## src/rtl/systolic_job_ctrl.sv

```systemverilog
// Job sequencer in front of a SIZE x SIZE systolic array: passes exactly K x/w feed
// handshakes through, then drains every result cell in row-major order as one val/rdy stream.
module systolic_job_ctrl #(
   parameter int SIZE  = 4,
   parameter int NBITS = 16,
   parameter int LBITS = 8
) (
   input  logic                    clk,
   input  logic                    rst,

   input  logic                    cmd_val,
   output logic                    cmd_rdy,
   input  logic [LBITS-1:0]        cmd_len,

   input  logic                    x_in_val,
   output logic                    x_in_rdy,
   input  logic                    w_in_val,
   output logic                    w_in_rdy,

   output logic                    arr_x_val,
   input  logic                    arr_x_rdy,
   output logic                    arr_w_val,
   input  logic                    arr_w_rdy,

   input  logic                    arr_out_rdy,
   output logic [$clog2(SIZE)-1:0] arr_rsel,
   output logic [$clog2(SIZE)-1:0] arr_csel,
   input  logic [NBITS-1:0]        arr_s_out,

   output logic                    res_val,
   input  logic                    res_rdy,
   output logic [NBITS-1:0]        res_data,
   output logic                    res_last,

   output logic                    busy,
   output logic                    done
);

   localparam int             RW      = $clog2(SIZE);
   localparam logic [RW-1:0]  IDX_MAX = RW'(SIZE - 1);

   typedef enum logic [1:0] {
      IDLE  = 2'd0,
      FEED  = 2'd1,
      WAIT  = 2'd2,
      DRAIN = 2'd3
   } state_e;

   state_e           state_q, state_d;
   logic [LBITS-1:0] k_q, k_d;
   logic [LBITS-1:0] x_cnt_q, x_cnt_d;
   logic [LBITS-1:0] w_cnt_q, w_cnt_d;
   logic [RW-1:0]    r_q, r_d;
   logic [RW-1:0]    c_q, c_d;
   logic             done_q, done_d;

   logic             x_open, w_open;
   logic             x_fire, w_fire;
   logic             at_last, res_fire;

   // Feed gating is purely combinational so the array sees upstream val/rdy with no added cycle.
   always_comb begin
      x_open    = (state_q == FEED) && (x_cnt_q < k_q);
      w_open    = (state_q == FEED) && (w_cnt_q < k_q);

      arr_x_val = x_open && x_in_val;
      x_in_rdy  = x_open && arr_x_rdy;
      arr_w_val = w_open && w_in_val;
      w_in_rdy  = w_open && arr_w_rdy;

      x_fire    = x_in_val && x_in_rdy;
      w_fire    = w_in_val && w_in_rdy;

      at_last   = (r_q == IDX_MAX) && (c_q == IDX_MAX);

      cmd_rdy   = (state_q == IDLE);
      busy      = (state_q != IDLE);
      res_val   = (state_q == DRAIN);
      res_last  = (state_q == DRAIN) && at_last;
      res_data  = (state_q == DRAIN) ? arr_s_out : '0;
      res_fire  = res_val && res_rdy;

      arr_rsel  = r_q;
      arr_csel  = c_q;
      done      = done_q;
   end

   always_comb begin
      // NOTE: every variable gets its hold value first, so no path through the case leaves
      // one unassigned and no latch is inferred.
      state_d = state_q;
      k_d     = k_q;
      x_cnt_d = x_cnt_q;
      w_cnt_d = w_cnt_q;
      r_d     = r_q;
      c_d     = c_q;
      done_d  = 1'b0;

      unique case (state_q)
         IDLE: begin
            if (cmd_val) begin
               k_d     = cmd_len;
               x_cnt_d = '0;
               w_cnt_d = '0;
               state_d = (cmd_len != '0) ? FEED : WAIT;
            end
         end

         FEED: begin
            if (x_fire) x_cnt_d = x_cnt_q + 1'b1;
            if (w_fire) w_cnt_d = w_cnt_q + 1'b1;
            // Sides finish independently; leave only once both have delivered K vectors.
            if ((x_cnt_d == k_q) && (w_cnt_d == k_q)) state_d = WAIT;
         end

         WAIT: begin
            if (arr_out_rdy) state_d = DRAIN;
         end

         DRAIN: begin
            if (res_fire) begin
               if (at_last) begin
                  state_d = IDLE;
                  r_d     = '0;
                  c_d     = '0;
                  done_d  = 1'b1;
               end else if (c_q == IDX_MAX) begin
                  c_d = '0;
                  r_d = r_q + 1'b1;
               end else begin
                  c_d = c_q + 1'b1;
               end
            end
         end

         default: state_d = IDLE;
      endcase
   end

   // NOTE: state registers use non-blocking assignments so every flop samples the
   // pre-edge values of the others.
   always_ff @(posedge clk or posedge rst) begin
      if (rst) begin
         state_q <= IDLE;
         k_q     <= '0;
         x_cnt_q <= '0;
         w_cnt_q <= '0;
         r_q     <= '0;
         c_q     <= '0;
         done_q  <= 1'b0;
      end else begin
         state_q <= state_d;
         k_q     <= k_d;
         x_cnt_q <= x_cnt_d;
         w_cnt_q <= w_cnt_d;
         r_q     <= r_d;
         c_q     <= c_d;
         done_q  <= done_d;
      end
   end

endmodule
```

## config.mk

```make
export PLATFORM = sky130hd
export DESIGN_NAME = systolic_job_ctrl
export DESIGN_NICKNAME = d
export VERILOG_FILES = /design/src/rtl/systolic_job_ctrl.sv
export SDC_FILE = /design/constraint.sdc
export NUM_CORES = 1
export LEC_CHECK = 0
export CORE_ASPECT_RATIO = 1.5
export CORE_MARGIN = 2
export CORE_UTILIZATION = 35
export DETAILED_ROUTE_END_ITERATION = 8
export PLACE_DENSITY = 0.59
export SKIP_LAST_GASP = 1
export SLEW_MARGIN = 20
export SYNTH_ARGS = -nofsm -noshare
export SYNTH_HDL_FRONTEND = slang
export SYNTH_SLANG_ARGS = --single-unit
```

## constraint.sdc

```tcl
create_clock -name clk -period 8.2 [get_ports clk]
set_input_delay 1.64 -clock clk [delete_from_list [all_inputs] [get_ports clk]]
set_output_delay 1.64 -clock clk [all_outputs]
set_load 0.02 [all_outputs]
```

==> results of run 1 <==
-- metrics by stage --
stage                     setup slack, ns  util, %
after floorplan                      4.63        -
after global placement               3.50     45.8
after detailed placement             3.49     45.8
after CTS                            3.47     47.0
after global routing                 3.44     47.0
final                                3.46     47.0
-- worst paths after layout --
| kind | depth (start not counted) | slack (ns) | to | from |
|---|---|---|---|---|
| setup / recovery | 3 | 3.46 | w_in_rdy | arr_w_rdy |
| hold / removal | 1 | 0.54 | arr_csel[1] | arr_csel[1] |
| setup reg to reg | 11 | 4.67 | state_q[0] | k_q[7] |
| hold reg to reg | 1 | 0.54 | arr_csel[1] | arr_csel[1] |
| max in group asynchronous | 3 | 6.14 | w_cnt_q[5] | rst |
| min in group asynchronous | 3 | 1.75 | x_cnt_q[1] | rst |
-- layout by cell type, fill, tap and decap left out, types with 2 or more instances in the layout --
cell,n
sky130_fd_sc_hd__a21o_1,5
sky130_fd_sc_hd__a21o_2,2
sky130_fd_sc_hd__a21oi_1,9
sky130_fd_sc_hd__a31o_2,2
sky130_fd_sc_hd__a31oi_1,4
sky130_fd_sc_hd__and2_1,16
sky130_fd_sc_hd__and3_1,6
sky130_fd_sc_hd__and3_2,2
sky130_fd_sc_hd__and3b_1,2
sky130_fd_sc_hd__and4_1,2
sky130_fd_sc_hd__clkbuf_8,6
sky130_fd_sc_hd__clkdlybuf4s50_1,61
sky130_fd_sc_hd__dfrtp_1,31
sky130_fd_sc_hd__ha_1,22
sky130_fd_sc_hd__inv_1,14
sky130_fd_sc_hd__mux2_2,12
sky130_fd_sc_hd__mux2i_1,5
sky130_fd_sc_hd__nand2_1,25
sky130_fd_sc_hd__nand2b_1,3
sky130_fd_sc_hd__nand3_1,10
sky130_fd_sc_hd__nand4_1,4
sky130_fd_sc_hd__nor2_1,12
sky130_fd_sc_hd__nor2b_1,4
sky130_fd_sc_hd__nor3_1,8
sky130_fd_sc_hd__nor4_1,5
sky130_fd_sc_hd__o2111ai_1,2
sky130_fd_sc_hd__o211ai_1,3
sky130_fd_sc_hd__o21a_1,2
sky130_fd_sc_hd__o21ai_0,24
sky130_fd_sc_hd__o31ai_1,5
sky130_fd_sc_hd__o41ai_1,4
sky130_fd_sc_hd__xnor2_1,10
sky130_fd_sc_hd__xor2_1,6
-- layer usage --
layer  GRT usage [%]  part of all wire [%]
met5               0                     0
met4            6.62                   2.0
met3            4.53                   4.7
met2            34.7                    51
met1            23.1                    42
-- report_power, final --
part	leakage (µW)	total, µW	internal (µW)	switching (µW)
registers	0.000407	251	193	57.6
logic	0.00101	540	238	302
clock network	0.0000470	127	65.9	60.8
-- cell type report --
type	instances	area share (%)
clock buffers	6	2.45
clock inverters	1	0.148
inverters	14	1.56
multi-input cells	237	50.8
flip-flops and latches	31	23.0
well taps	100	3.71
repair buffers	62	18.3
-- state kept, by name (all words and copies together), names as in the netlist --
| register | count |
|---|---|
| k_q | 8 |
| w_cnt_q | 8 |
| x_cnt_q | 8 |
| arr_csel | 2 |
| arr_rsel | 2 |
| state_q | 2 |
| done | 1 |
-- cell families after synthesis --
logic type                 synth area share, %
adders and majority gates                 10.7
xor gates and xnor gates                  5.43
buffers and inverters                     3.40
DFF                                       30.1
muxes                                     7.18
and+or+nand+nor                           22.5
AOI/OAI and AO/OA                         20.8
-- synthesized netlist by cell type (3+ instances only) --
cell                       count
sky130_fd_sc_hd__mux2_2       12
sky130_fd_sc_hd__nor4_1        5
sky130_fd_sc_hd__o21ai_0      24
sky130_fd_sc_hd__nor2_1       12
sky130_fd_sc_hd__xor2_1        6
sky130_fd_sc_hd__o31ai_1       5
sky130_fd_sc_hd__a21o_1        5
sky130_fd_sc_hd__nand2b_1      3
sky130_fd_sc_hd__ha_1         22
sky130_fd_sc_hd__nand4_1       4
sky130_fd_sc_hd__and2_1       16
sky130_fd_sc_hd__nand2_1      25
sky130_fd_sc_hd__inv_1        14
sky130_fd_sc_hd__nor2b_1       4
sky130_fd_sc_hd__o41ai_1       4
sky130_fd_sc_hd__and3_1        6
sky130_fd_sc_hd__a21oi_1       9
sky130_fd_sc_hd__mux2i_1       5
sky130_fd_sc_hd__o211ai_1      3
sky130_fd_sc_hd__nand3_1      10
sky130_fd_sc_hd__a31oi_1       4
sky130_fd_sc_hd__dfrtp_1      31
sky130_fd_sc_hd__clkbuf_1      5
sky130_fd_sc_hd__xnor2_1      10
sky130_fd_sc_hd__nor3_1        8
-- worst max-delay path: stages --
cell and delay, ns:
sky130_fd_sc_hd__clkdlybuf4s50_1 0.64, sky130_fd_sc_hd__and3_1 0.21, sky130_fd_sc_hd__clkdlybuf4s50_1 0.60
==> flow_results.xml, run 1 <==
<?xml version="1.0" encoding="UTF-8"?>
<metrics>
  <group name="sta">
    <metric name="hold_slack" unit="ns">0.543</metric>
    <metric name="min_period_over_period" unit="%">57.8</metric>
    <metric name="finalHoldViolCount" unit="">0</metric>
    <metric name="timing_max_transition_violations_final" unit="">0</metric>
    <metric name="finalSetupViolCount" unit="">0</metric>
    <metric name="max_freq" unit="MHz">211</metric>
    <metric name="timing.slew.headroom" unit="%">38.5</metric>
    <metric name="post-route-min-period" unit="ns">4.74</metric>
    <metric name="setup-tns-final" unit="ns">0</metric>
    <metric name="timing.clock.skew" unit="ns">0.00667</metric>
    <metric name="tightest_slew" unit="ns">0.913</metric>
    <metric name="grt_setup_unrepaired" unit="">false</metric>
  </group>
  <group name="synthesis">
    <metric name="yosys.area.top_type" unit="">sky130_fd_sc_hd__dfrtp_1</metric>
    <metric name="synthTopCellsByArea" unit="">sky130_fd_sc_hd__dfrtp_1 (30%), sky130_fd_sc_hd__ha_1 (11%), sky130_fd_sc_hd__mux2_2 (5.2%)</metric>
    <metric name="syn_avg_cell_area" unit="µm²">8.92</metric>
    <metric name="synthesis.nets" unit="">344</metric>
    <metric name="synth_enable_flop_cells" unit="">0</metric>
    <metric name="syn_area" unit="µm²">2580</metric>
    <metric name="netlist.area_leader.share" unit="%">30.1</metric>
    <metric name="async_reset_ff_share" unit="%">100</metric>
    <metric name="prevailing_post_synth_register_cell" unit="">sky130_fd_sc_hd__dfrtp_1</metric>
    <metric name="synth-seq-cells" unit="">31</metric>
    <metric name="synth.yosys.seq_area_share" unit="%">30.1</metric>
    <metric name="synthesis.yosys.warnings" unit="">0</metric>
    <metric name="count_of_distinct_cell_types_in_the_synthesized_netlist" unit="">54</metric>
    <metric name="syn-instance-count" unit="">289</metric>
  </group>
  <group name="floorplanning">
    <metric name="die_area" unit="µm²">8080</metric>
    <metric name="fp.coreArea" unit="µm²">7180</metric>
    <metric name="die_width" unit="µm">74.1</metric>
    <metric name="io_pins" unit="">62</metric>
    <metric name="placement_rows" unit="">38</metric>
    <metric name="die_h" unit="µm">109</metric>
    <metric name="floorplan.initialDensity" unit="%">35.9</metric>
  </group>
  <group name="clock_tree">
    <metric name="cts_max_path_buffers" unit="">2</metric>
    <metric name="root_buffer" unit="">sky130_fd_sc_hd__clkbuf_8</metric>
    <metric name="clk_latency" unit="ns">0.28</metric>
    <metric name="cts_tree" unit="">built</metric>
    <metric name="register_clock_pin_slew_on_the_reported_worst_setup_and_hold_paths" unit="ns">0.07</metric>
    <metric name="htree_levels" unit="">2</metric>
    <metric name="cts_made_buffers" unit="">5</metric>
    <metric name="buffers_inserted_by_post_cts_timing_repair" unit="">0</metric>
    <metric name="numClockSinks" unit="">31</metric>
    <metric name="postCtsResizedCells" unit="">0</metric>
    <metric name="cts_hold_repair.buffers" unit="">0</metric>
  </group>
  <group name="pwr">
    <metric name="worst_ir_drop_vdd" unit="V">0.000148</metric>
    <metric name="finalPower" unit="µW">917</metric>
    <metric name="powerDensity" unit="nW/µm²">272</metric>
    <metric name="cellLeakagePower" unit="µW">0.00147</metric>
  </group>
  <group name="placement">
    <metric name="cell_count_post_placement" unit="">444</metric>
    <metric name="detailedPlacementHpwl" unit="µm">5830</metric>
    <metric name="buffer_ports.inserted" unit="">61</metric>
    <metric name="placed_cell_area" unit="µm²">3290</metric>
    <metric name="globalplace.congestion" unit="">0.892</metric>
  </group>
  <group name="worst_setup_path">
    <metric name="crit_path_start_kind" unit="">input port</metric>
    <metric name="crit_type" unit="">in2out</metric>
    <metric name="cp_max_fo" unit="">8</metric>
    <metric name="critPathRequiredTime" unit="ns">6.56</metric>
    <metric name="worst_setup_ep_type" unit="">output pin</metric>
    <metric name="data_arrival_critical_path" unit="ns">3.10</metric>
  </group>
  <group name="routing">
    <metric name="drtPass1Iterations" unit="">4</metric>
    <metric name="post_drt_wl_per_cell" unit="µm">16.2</metric>
    <metric name="routed_via_density" unit="">5.39</metric>
    <metric name="routed_via_count" unit="">2433</metric>
    <metric name="residual_antenna_violating_net_count_after_detailed_routing" unit="">0</metric>
    <metric name="route.detailed.drc" unit="">0</metric>
    <metric name="drt-total-wl" unit="µm">7330</metric>
    <metric name="first_iter_violations" unit="">193</metric>
  </group>
  <group name="final_layout">
    <metric name="antenna-diode-count" unit="">0</metric>
    <metric name="fin_area" unit="µm²">3370</metric>
    <metric name="ff_latch_area" unit="µm²">776</metric>
    <metric name="fillerInstances" unit="">681</metric>
    <metric name="layout_cells_sized_above_1" unit="%">9.40</metric>
    <metric name="final-instance-count-excl-fill" unit="">451</metric>
    <metric name="final_net_count" unit="">406</metric>
    <metric name="synthToLayoutAreaGrowth" unit="%">30.9</metric>
    <metric name="multi_input_comb_area" unit="µm²">1720</metric>
  </group>
  <group name="global_routing">
    <metric name="antenna_found_initial" unit="">0</metric>
    <metric name="grt_start_max_net_pins" unit="">32</metric>
    <metric name="grt-ovfl-total" unit="">0</metric>
    <metric name="number_of_global_route_vias_before_repair" unit="">2479</metric>
    <metric name="grt_util_all_layers" unit="%">19.7</metric>
    <metric name="global_route_wire_length_before_repair" unit="µm">12200</metric>
  </group>
  <group name="status">
    <metric name="run_status" unit="">completed</metric>
  </group>
  <group name="run">
    <metric name="maxCapViolCount" unit="">0</metric>
  </group>
  <group name="worst_hold_path">
    <metric name="worstHoldPathType" unit="">reg2reg</metric>
  </group>
</metrics>
Note: power is estimated with default switching activity, not from simulation.
==> run 2: changes to the inputs <==
Clock period 8.2 ns to 4.9 ns, I/O delays scaled along.
==> run 2 against run 1 <==
Effect of this change: die area did not move; clock skew rose by 0.0069 ns; global-route usage rose by 0.072 points; setup slack got worse by 2.3 ns; design area rose by 0.89%; non-clock buffer count did not move; critical path type is now reg2out; critical endpoint unchanged; highest routed layer unchanged.
==> flow_results.xml, run 2 (same netlist as run 1, synthesis figures left out) <==
<?xml version="1.0" encoding="UTF-8"?>
<metrics>
  <group name="status">
    <metric name="run_status" unit="">completed</metric>
  </group>
  <group name="global_routing">
    <metric name="global_route_wire_length_before_repair" unit="µm">12100</metric>
    <metric name="antenna_found_initial" unit="">0</metric>
    <metric name="number_of_global_route_vias_before_repair" unit="">2478</metric>
    <metric name="grt_util_all_layers" unit="%">19.8</metric>
    <metric name="grt-ovfl-total" unit="">0</metric>
    <metric name="grt_start_max_net_pins" unit="">32</metric>
  </group>
  <group name="worst_hold_path">
    <metric name="worstHoldPathType" unit="">reg2reg</metric>
    <metric name="min_delay_path_depth" unit="">1</metric>
    <metric name="hold_path_startpoint" unit="">arr_rsel[0]</metric>
    <metric name="hold_end" unit="">arr_rsel[0]</metric>
  </group>
  <group name="routing">
    <metric name="first_iter_violations" unit="">133</metric>
    <metric name="drtPass1Iterations" unit="">4</metric>
    <metric name="routed_via_count" unit="">2485</metric>
    <metric name="drt-total-wl" unit="µm">7490</metric>
    <metric name="route.detailed.drc" unit="">0</metric>
    <metric name="residual_antenna_violating_net_count_after_detailed_routing" unit="">0</metric>
    <metric name="routed_via_density" unit="">5.50</metric>
    <metric name="post_drt_wl_per_cell" unit="µm">16.6</metric>
  </group>
  <group name="worst_setup_path">
    <metric name="cp_slowest_stage_delay" unit="ns">0.60</metric>
    <metric name="ff2ff_path_depth" unit="">11</metric>
    <metric name="crit_path_start_kind" unit="">register</metric>
    <metric name="crit_start" unit="">k_q[2]</metric>
    <metric name="internal_reg_to_reg_setup_slack" unit="ns">1.43</metric>
    <metric name="worstPathCellList" unit="">inv_1, ha_1, a21o_2, a31oi_1, o21a_1, and3_1, clkdlybuf4s50_1</metric>
    <metric name="data_arrival_critical_path" unit="ns">2.77</metric>
    <metric name="cpMaxStageDelayCell" unit="">sky130_fd_sc_hd__clkdlybuf4s50_1</metric>
    <metric name="worst_setup_ep_type" unit="">output pin</metric>
    <metric name="critPathRequiredTime" unit="ns">3.92</metric>
    <metric name="path_delay_family" unit="">compound AO/OA/AOI/OAI gates</metric>
    <metric name="crit_type" unit="">reg2out</metric>
    <metric name="cp_num_buf_inv" unit="">2</metric>
    <metric name="worstReg2RegEnd" unit="">state_q[1]</metric>
    <metric name="cp_max_fo" unit="">5</metric>
    <metric name="rr_startpoint" unit="">k_q[2]</metric>
  </group>
  <group name="pwr">
    <metric name="p_clk_share" unit="%">16.9</metric>
    <metric name="internal_power" unit="µW">885</metric>
    <metric name="swShare" unit="%">44.7</metric>
    <metric name="cellLeakagePower" unit="µW">0.00148</metric>
    <metric name="power.share.combinational" unit="%">56.6</metric>
    <metric name="finalPower" unit="µW">1600</metric>
    <metric name="seq_power_share" unit="%">26.5</metric>
    <metric name="power.switching" unit="µW">715</metric>
    <metric name="powerDensity" unit="nW/µm²">470</metric>
    <metric name="worst_ir_drop_vdd" unit="V">0.000259</metric>
  </group>
  <group name="final_layout">
    <metric name="mostFrequentLayoutCell" unit="">sky130_fd_sc_hd__clkdlybuf4s50_1</metric>
    <metric name="largestRegisters" unit="">k_q: 8 flops, w_cnt_q: 8 flops, x_cnt_q: 8 flops</metric>
    <metric name="final-instance-count-excl-fill" unit="">452</metric>
    <metric name="antenna-diode-count" unit="">0</metric>
    <metric name="fin_area" unit="µm²">3400</metric>
    <metric name="fillerInstances" unit="">702</metric>
    <metric name="synthToLayoutAreaGrowth" unit="%">32.0</metric>
    <metric name="final_cell_mix" unit="">sky130_fd_sc_hd__clkdlybuf4s50_1 (61), sky130_fd_sc_hd__dfrtp_1 (31), sky130_fd_sc_hd__nand2_1 (25), sky130_fd_sc_hd__o21ai_0 (24), sky130_fd_sc_hd__ha_1 (22)</metric>
    <metric name="final_net_count" unit="">406</metric>
    <metric name="layout_cells_sized_above_1" unit="%">9.66</metric>
  </group>
  <group name="sta">
    <metric name="min_period_over_period" unit="%">76.5</metric>
    <metric name="timing_max_transition_violations_final" unit="">0</metric>
    <metric name="setup-tns-final" unit="ns">0</metric>
    <metric name="finalSetupViolCount" unit="">0</metric>
    <metric name="timing.slew.headroom" unit="%">29.6</metric>
    <metric name="post-route-min-period" unit="ns">3.75</metric>
    <metric name="tightest_slew" unit="ns">1.05</metric>
    <metric name="timing.clock.skew" unit="ns">0.0136</metric>
    <metric name="grt_setup_unrepaired" unit="">false</metric>
    <metric name="finalHoldViolCount" unit="">0</metric>
    <metric name="max_freq" unit="MHz">267</metric>
  </group>
  <group name="clock_tree">
    <metric name="register_clock_pin_slew_on_the_reported_worst_setup_and_hold_paths" unit="ns">0.07</metric>
    <metric name="buffers_inserted_by_post_cts_timing_repair" unit="">0</metric>
    <metric name="cts_made_buffers" unit="">5</metric>
    <metric name="cts_max_path_buffers" unit="">2</metric>
    <metric name="cts_hold_repair.buffers" unit="">0</metric>
    <metric name="cts_tree" unit="">built</metric>
    <metric name="numClockSinks" unit="">31</metric>
    <metric name="root_buffer" unit="">sky130_fd_sc_hd__clkbuf_8</metric>
    <metric name="postCtsResizedCells" unit="">0</metric>
    <metric name="htree_levels" unit="">2</metric>
    <metric name="clk_latency" unit="ns">0.29</metric>
  </group>
  <group name="floorplanning">
    <metric name="die_area" unit="µm²">8080</metric>
    <metric name="fp.coreArea" unit="µm²">7180</metric>
    <metric name="placement_rows" unit="">38</metric>
    <metric name="floorplan.initialDensity" unit="%">35.9</metric>
    <metric name="io_pins" unit="">62</metric>
    <metric name="die_h" unit="µm">109</metric>
    <metric name="die_width" unit="µm">74.1</metric>
  </group>
  <group name="placement">
    <metric name="cell_count_post_placement" unit="">444</metric>
    <metric name="detailedPlacementHpwl" unit="µm">5920</metric>
    <metric name="placed_cell_area" unit="µm²">3290</metric>
    <metric name="globalplace.congestion" unit="">0.879</metric>
    <metric name="buffer_ports.inserted" unit="">61</metric>
  </group>
  <group name="run">
    <metric name="maxCapViolCount" unit="">0</metric>
  </group>
</metrics>
[run 2: metrics by stage]
step / util [%] / setup WS (ns) / hold WS, ns
6_report: 47.4 / 1.15 / 0.554
3_5_place_dp: 45.8 / 1.16 / 0.538
4_1_cts: 47.4 / 1.14 / 0.559
2_1_floorplan: - / 1.75 / 0.502
3_3_place_gp: 45.8 / 1.29 / 0.519
5_1_grt: 47.4 / 1.03 / 0.582
[run 2: layer usage]
metal	GRT usage, %	wire length [µm]	up-vias
met5	0	0	-
met4	7.14	130	0
met3	4.62	451	11
met2	36.4	3980	106
met1	21.5	2930	1170
li1	-	-	1198
[run 2: cell type report]
class	instances	area (µm²)	share of cell area [%]
Clock inverter	2	35.0	1.03
Tap cell	100	125	3.68
Multi-Input combinational cell	237	1720	50.4
Inverter	14	52.6	1.54
Clock buffer	6	82.6	2.43
Sequential cell	31	776	22.8
Timing Repair Buffer	62	618	18.2
[run 2: worst max-delay path by stage]
stage	to	slack [ns]	cells past startpoint
detailed placement	state_q[0]	1.16	9
global placement	state_q[0]	1.29	9
floorplan	state_q[0]	1.75	12
finish	w_in_rdy	1.15	7
global route	arr_x_val	1.03	7
CTS	w_in_rdy	1.14	7
[run 2: power groups by stage]
stage	logic, µW	clock network, µW	registers, µW
6_report	905	271	424
5_1_grt	995	293	435
4_1_cts	910	278	424
3_5_place_dp	905	0	428
3_3_place_gp	893	0	427
2_1_floorplan	593	0	410
==> run 3: changes to the inputs <==
Clock period 4.9 ns to 3.6 ns, I/O delays scaled along.
==> run 3 against run 2 <==
Effect of this change: first-iteration DRC count increased by 11%; sequential power increased by 33%; register-to-register slack got worse by 1.2 ns; clock power rose by 19%; sequential share of layout area shrank 0.45 points; global-route usage is 1.1 points higher; core utilization is 0.96 points higher; setup slack worse by 0.94 ns; critical path type unchanged; critical endpoint unchanged; highest routed layer unchanged.
==> flow_results.xml, run 3 (same netlist as run 1, synthesis figures left out) <==
<?xml version="1.0" encoding="UTF-8"?>
<metrics>
  <group name="floorplanning">
    <metric name="die_width" unit="µm">74.1</metric>
    <metric name="io_pins" unit="">62</metric>
    <metric name="die_area" unit="µm²">8080</metric>
    <metric name="fp.coreArea" unit="µm²">7180</metric>
    <metric name="die_h" unit="µm">109</metric>
    <metric name="floorplan.initialDensity" unit="%">35.9</metric>
    <metric name="placement_rows" unit="">38</metric>
  </group>
  <group name="routing">
    <metric name="highest-signal-layer" unit="">met4</metric>
    <metric name="residual_antenna_violating_net_count_after_detailed_routing" unit="">0</metric>
    <metric name="drt-met1-wl" unit="µm">3110</metric>
    <metric name="met3RoutedLength" unit="µm">490</metric>
    <metric name="post_drt_wl_per_cell" unit="µm">17.1</metric>
    <metric name="first_iter_violations" unit="">147</metric>
    <metric name="routed_via_density" unit="">5.51</metric>
    <metric name="drt-total-wl" unit="µm">7930</metric>
    <metric name="routed_via_count" unit="">2552</metric>
    <metric name="route.detailed.drc" unit="">0</metric>
    <metric name="met2WireLength" unit="µm">4020</metric>
    <metric name="drtPass1Iterations" unit="">6</metric>
  </group>
  <group name="final_layout">
    <metric name="final-instance-count-excl-fill" unit="">463</metric>
    <metric name="final_net_count" unit="">417</metric>
    <metric name="antenna-diode-count" unit="">0</metric>
    <metric name="mostFrequentLayoutCell" unit="">sky130_fd_sc_hd__clkdlybuf4s50_1</metric>
    <metric name="final_cell_mix" unit="">sky130_fd_sc_hd__clkdlybuf4s50_1 (61), sky130_fd_sc_hd__dfrtp_1 (31), sky130_fd_sc_hd__nand2_1 (25), sky130_fd_sc_hd__o21ai_0 (24), sky130_fd_sc_hd__ha_1 (22)</metric>
    <metric name="synthToLayoutAreaGrowth" unit="%">34.7</metric>
    <metric name="largestRegisters" unit="">k_q: 8 flops, w_cnt_q: 8 flops, x_cnt_q: 8 flops</metric>
    <metric name="utilization" unit="%">48.4</metric>
    <metric name="fillerInstances" unit="">698</metric>
    <metric name="layout_cells_sized_above_1" unit="%">12.4</metric>
  </group>
  <group name="sta">
    <metric name="post-route-min-period" unit="ns">3.38</metric>
    <metric name="timing_max_transition_violations_final" unit="">0</metric>
    <metric name="tightest_slew" unit="ns">0.947</metric>
    <metric name="grt_setup_unrepaired" unit="">false</metric>
    <metric name="min_period_over_period" unit="%">93.9</metric>
    <metric name="finalHoldViolCount" unit="">0</metric>
    <metric name="timing.final.ws_setup" unit="ns">0.218</metric>
    <metric name="max_freq" unit="MHz">296</metric>
    <metric name="setup-tns-final" unit="ns">0</metric>
    <metric name="timing.slew.headroom" unit="%">36.2</metric>
    <metric name="timing.clock.skew" unit="ns">0.00651</metric>
    <metric name="finalSetupViolCount" unit="">0</metric>
  </group>
  <group name="global_routing">
    <metric name="grt-ovfl-total" unit="">0</metric>
    <metric name="global_route_wire_length_before_repair" unit="µm">12900</metric>
    <metric name="number_of_global_route_vias_before_repair" unit="">2585</metric>
    <metric name="antenna_found_initial" unit="">0</metric>
    <metric name="grt_util_all_layers" unit="%">20.9</metric>
    <metric name="grt_start_max_net_pins" unit="">32</metric>
  </group>
  <group name="clock_tree">
    <metric name="cts_tree" unit="">built</metric>
    <metric name="register_clock_pin_slew_on_the_reported_worst_setup_and_hold_paths" unit="ns">0.08</metric>
    <metric name="clk_latency" unit="ns">0.29</metric>
    <metric name="numClockSinks" unit="">31</metric>
    <metric name="htree_levels" unit="">2</metric>
    <metric name="cts_max_path_buffers" unit="">2</metric>
    <metric name="postCtsResizedCells" unit="">0</metric>
    <metric name="cts_made_buffers" unit="">5</metric>
    <metric name="root_buffer" unit="">sky130_fd_sc_hd__clkbuf_8</metric>
  </group>
  <group name="placement">
    <metric name="pre_cts_ws" unit="ns">0.227</metric>
    <metric name="buffer_ports.inserted" unit="">61</metric>
    <metric name="cell_count_post_placement" unit="">454</metric>
    <metric name="detailedPlacementHpwl" unit="µm">6310</metric>
    <metric name="globalplace.congestion" unit="">0.935</metric>
  </group>
  <group name="pwr">
    <metric name="seq_power_share" unit="%">25.9</metric>
    <metric name="power.switching" unit="µW">992</metric>
    <metric name="swShare" unit="%">45.5</metric>
    <metric name="cellLeakagePower" unit="µW">0.00152</metric>
    <metric name="powerDensity" unit="nW/µm²">627</metric>
    <metric name="worst_ir_drop_vdd" unit="V">0.000273</metric>
    <metric name="internal_power" unit="µW">1190</metric>
    <metric name="p_clk_share" unit="%">14.8</metric>
    <metric name="power.share.combinational" unit="%">59.4</metric>
  </group>
  <group name="status">
    <metric name="run_status" unit="">completed</metric>
  </group>
  <group name="worst_setup_path">
    <metric name="data_arrival_critical_path" unit="ns">2.66</metric>
    <metric name="crit_path_start_kind" unit="">register</metric>
    <metric name="cp_num_buf_inv" unit="">2</metric>
    <metric name="critPathRequiredTime" unit="ns">2.88</metric>
    <metric name="cp_slowest_stage_delay" unit="ns">0.60</metric>
    <metric name="cpMaxStageDelayCell" unit="">sky130_fd_sc_hd__clkdlybuf4s50_1</metric>
    <metric name="cp_max_fo" unit="">5</metric>
    <metric name="path_delay_family" unit="">compound AO/OA/AOI/OAI gates</metric>
    <metric name="worstPathCellList" unit="">inv_1, ha_1, a21o_2, a31oi_1, o21a_1, and3_1, clkdlybuf4s50_1</metric>
    <metric name="crit_type" unit="">reg2out</metric>
    <metric name="worst_setup_ep_type" unit="">output pin</metric>
  </group>
  <group name="worst_hold_path">
    <metric name="worstHoldPathType" unit="">reg2reg</metric>
  </group>
  <group name="run">
    <metric name="maxCapViolCount" unit="">0</metric>
  </group>
</metrics>
## run 3: cell types whose count changed in the layout (fill, tap and decap cells not counted), sizes merged
cell / change
clkinvlp: +1
clkinv: -1
bufinv: -1
clkbuf: +1
buf: +11
## run 3: layout make-up
cell class	instances	area [µm²]	area share [%]
clock inverters	1	7.51	0.216
well taps	100	125	3.60
clock buffers	7	96.3	2.77
inverters	14	52.6	1.51
repair buffers	73	701	20.2
multi-input cells	237	1720	49.4
flip-flops and latches	31	776	22.3
## run 3: path summary, 6_finish.rpt
path,start,depth (start not counted),endpoint,slack (ns)
min in group asynchronous,rst,3,w_cnt_q[2],0.82
hold / removal,arr_csel[1],1,arr_csel[1],0.55
max in group asynchronous,rst,3,k_q[7],2.47
hold reg to reg,arr_csel[1],1,arr_csel[1],0.55
setup / recovery,k_q[2],7,w_in_rdy,0.22
setup reg to reg,k_q[2],11,state_q[1],0.27
## run 3: metrics by stage
stage	instance area, µm²	power [µW]	hold slack [ns]
2_1_floorplan	2580	1360	0.502
3_3_place_gp	3360	1850	0.520
3_5_place_dp	3360	1860	0.532
4_1_cts	3470	2190	0.550
5_1_grt	3470	2340	0.562
6_report	3470	2180	0.547
## run 3: power by group through the flow
stage / clock, µW / combinational, µW / sequential [µW]
after floorplan: 0 / 807 / 557
after global placement: 0 / 1290 / 564
after detailed placement: 0 / 1290 / 568
after CTS: 327 / 1300 / 563
after global routing: 337 / 1420 / 577
final: 322 / 1290 / 564
## run 3: routing by layer
metal / track usage (%) / up-vias
met5: 0 / -
met4: 9.22 / 0
li1: - / 1213
met3: 4.53 / 24
met1: 23.2 / 1207
met2: 37.4 / 108
## run 3: timing repair
item / CTS / global route
hold buffers: 0 / 0
buffers inserted: 0 / 1
setup endpoints to repair: 0 / 2
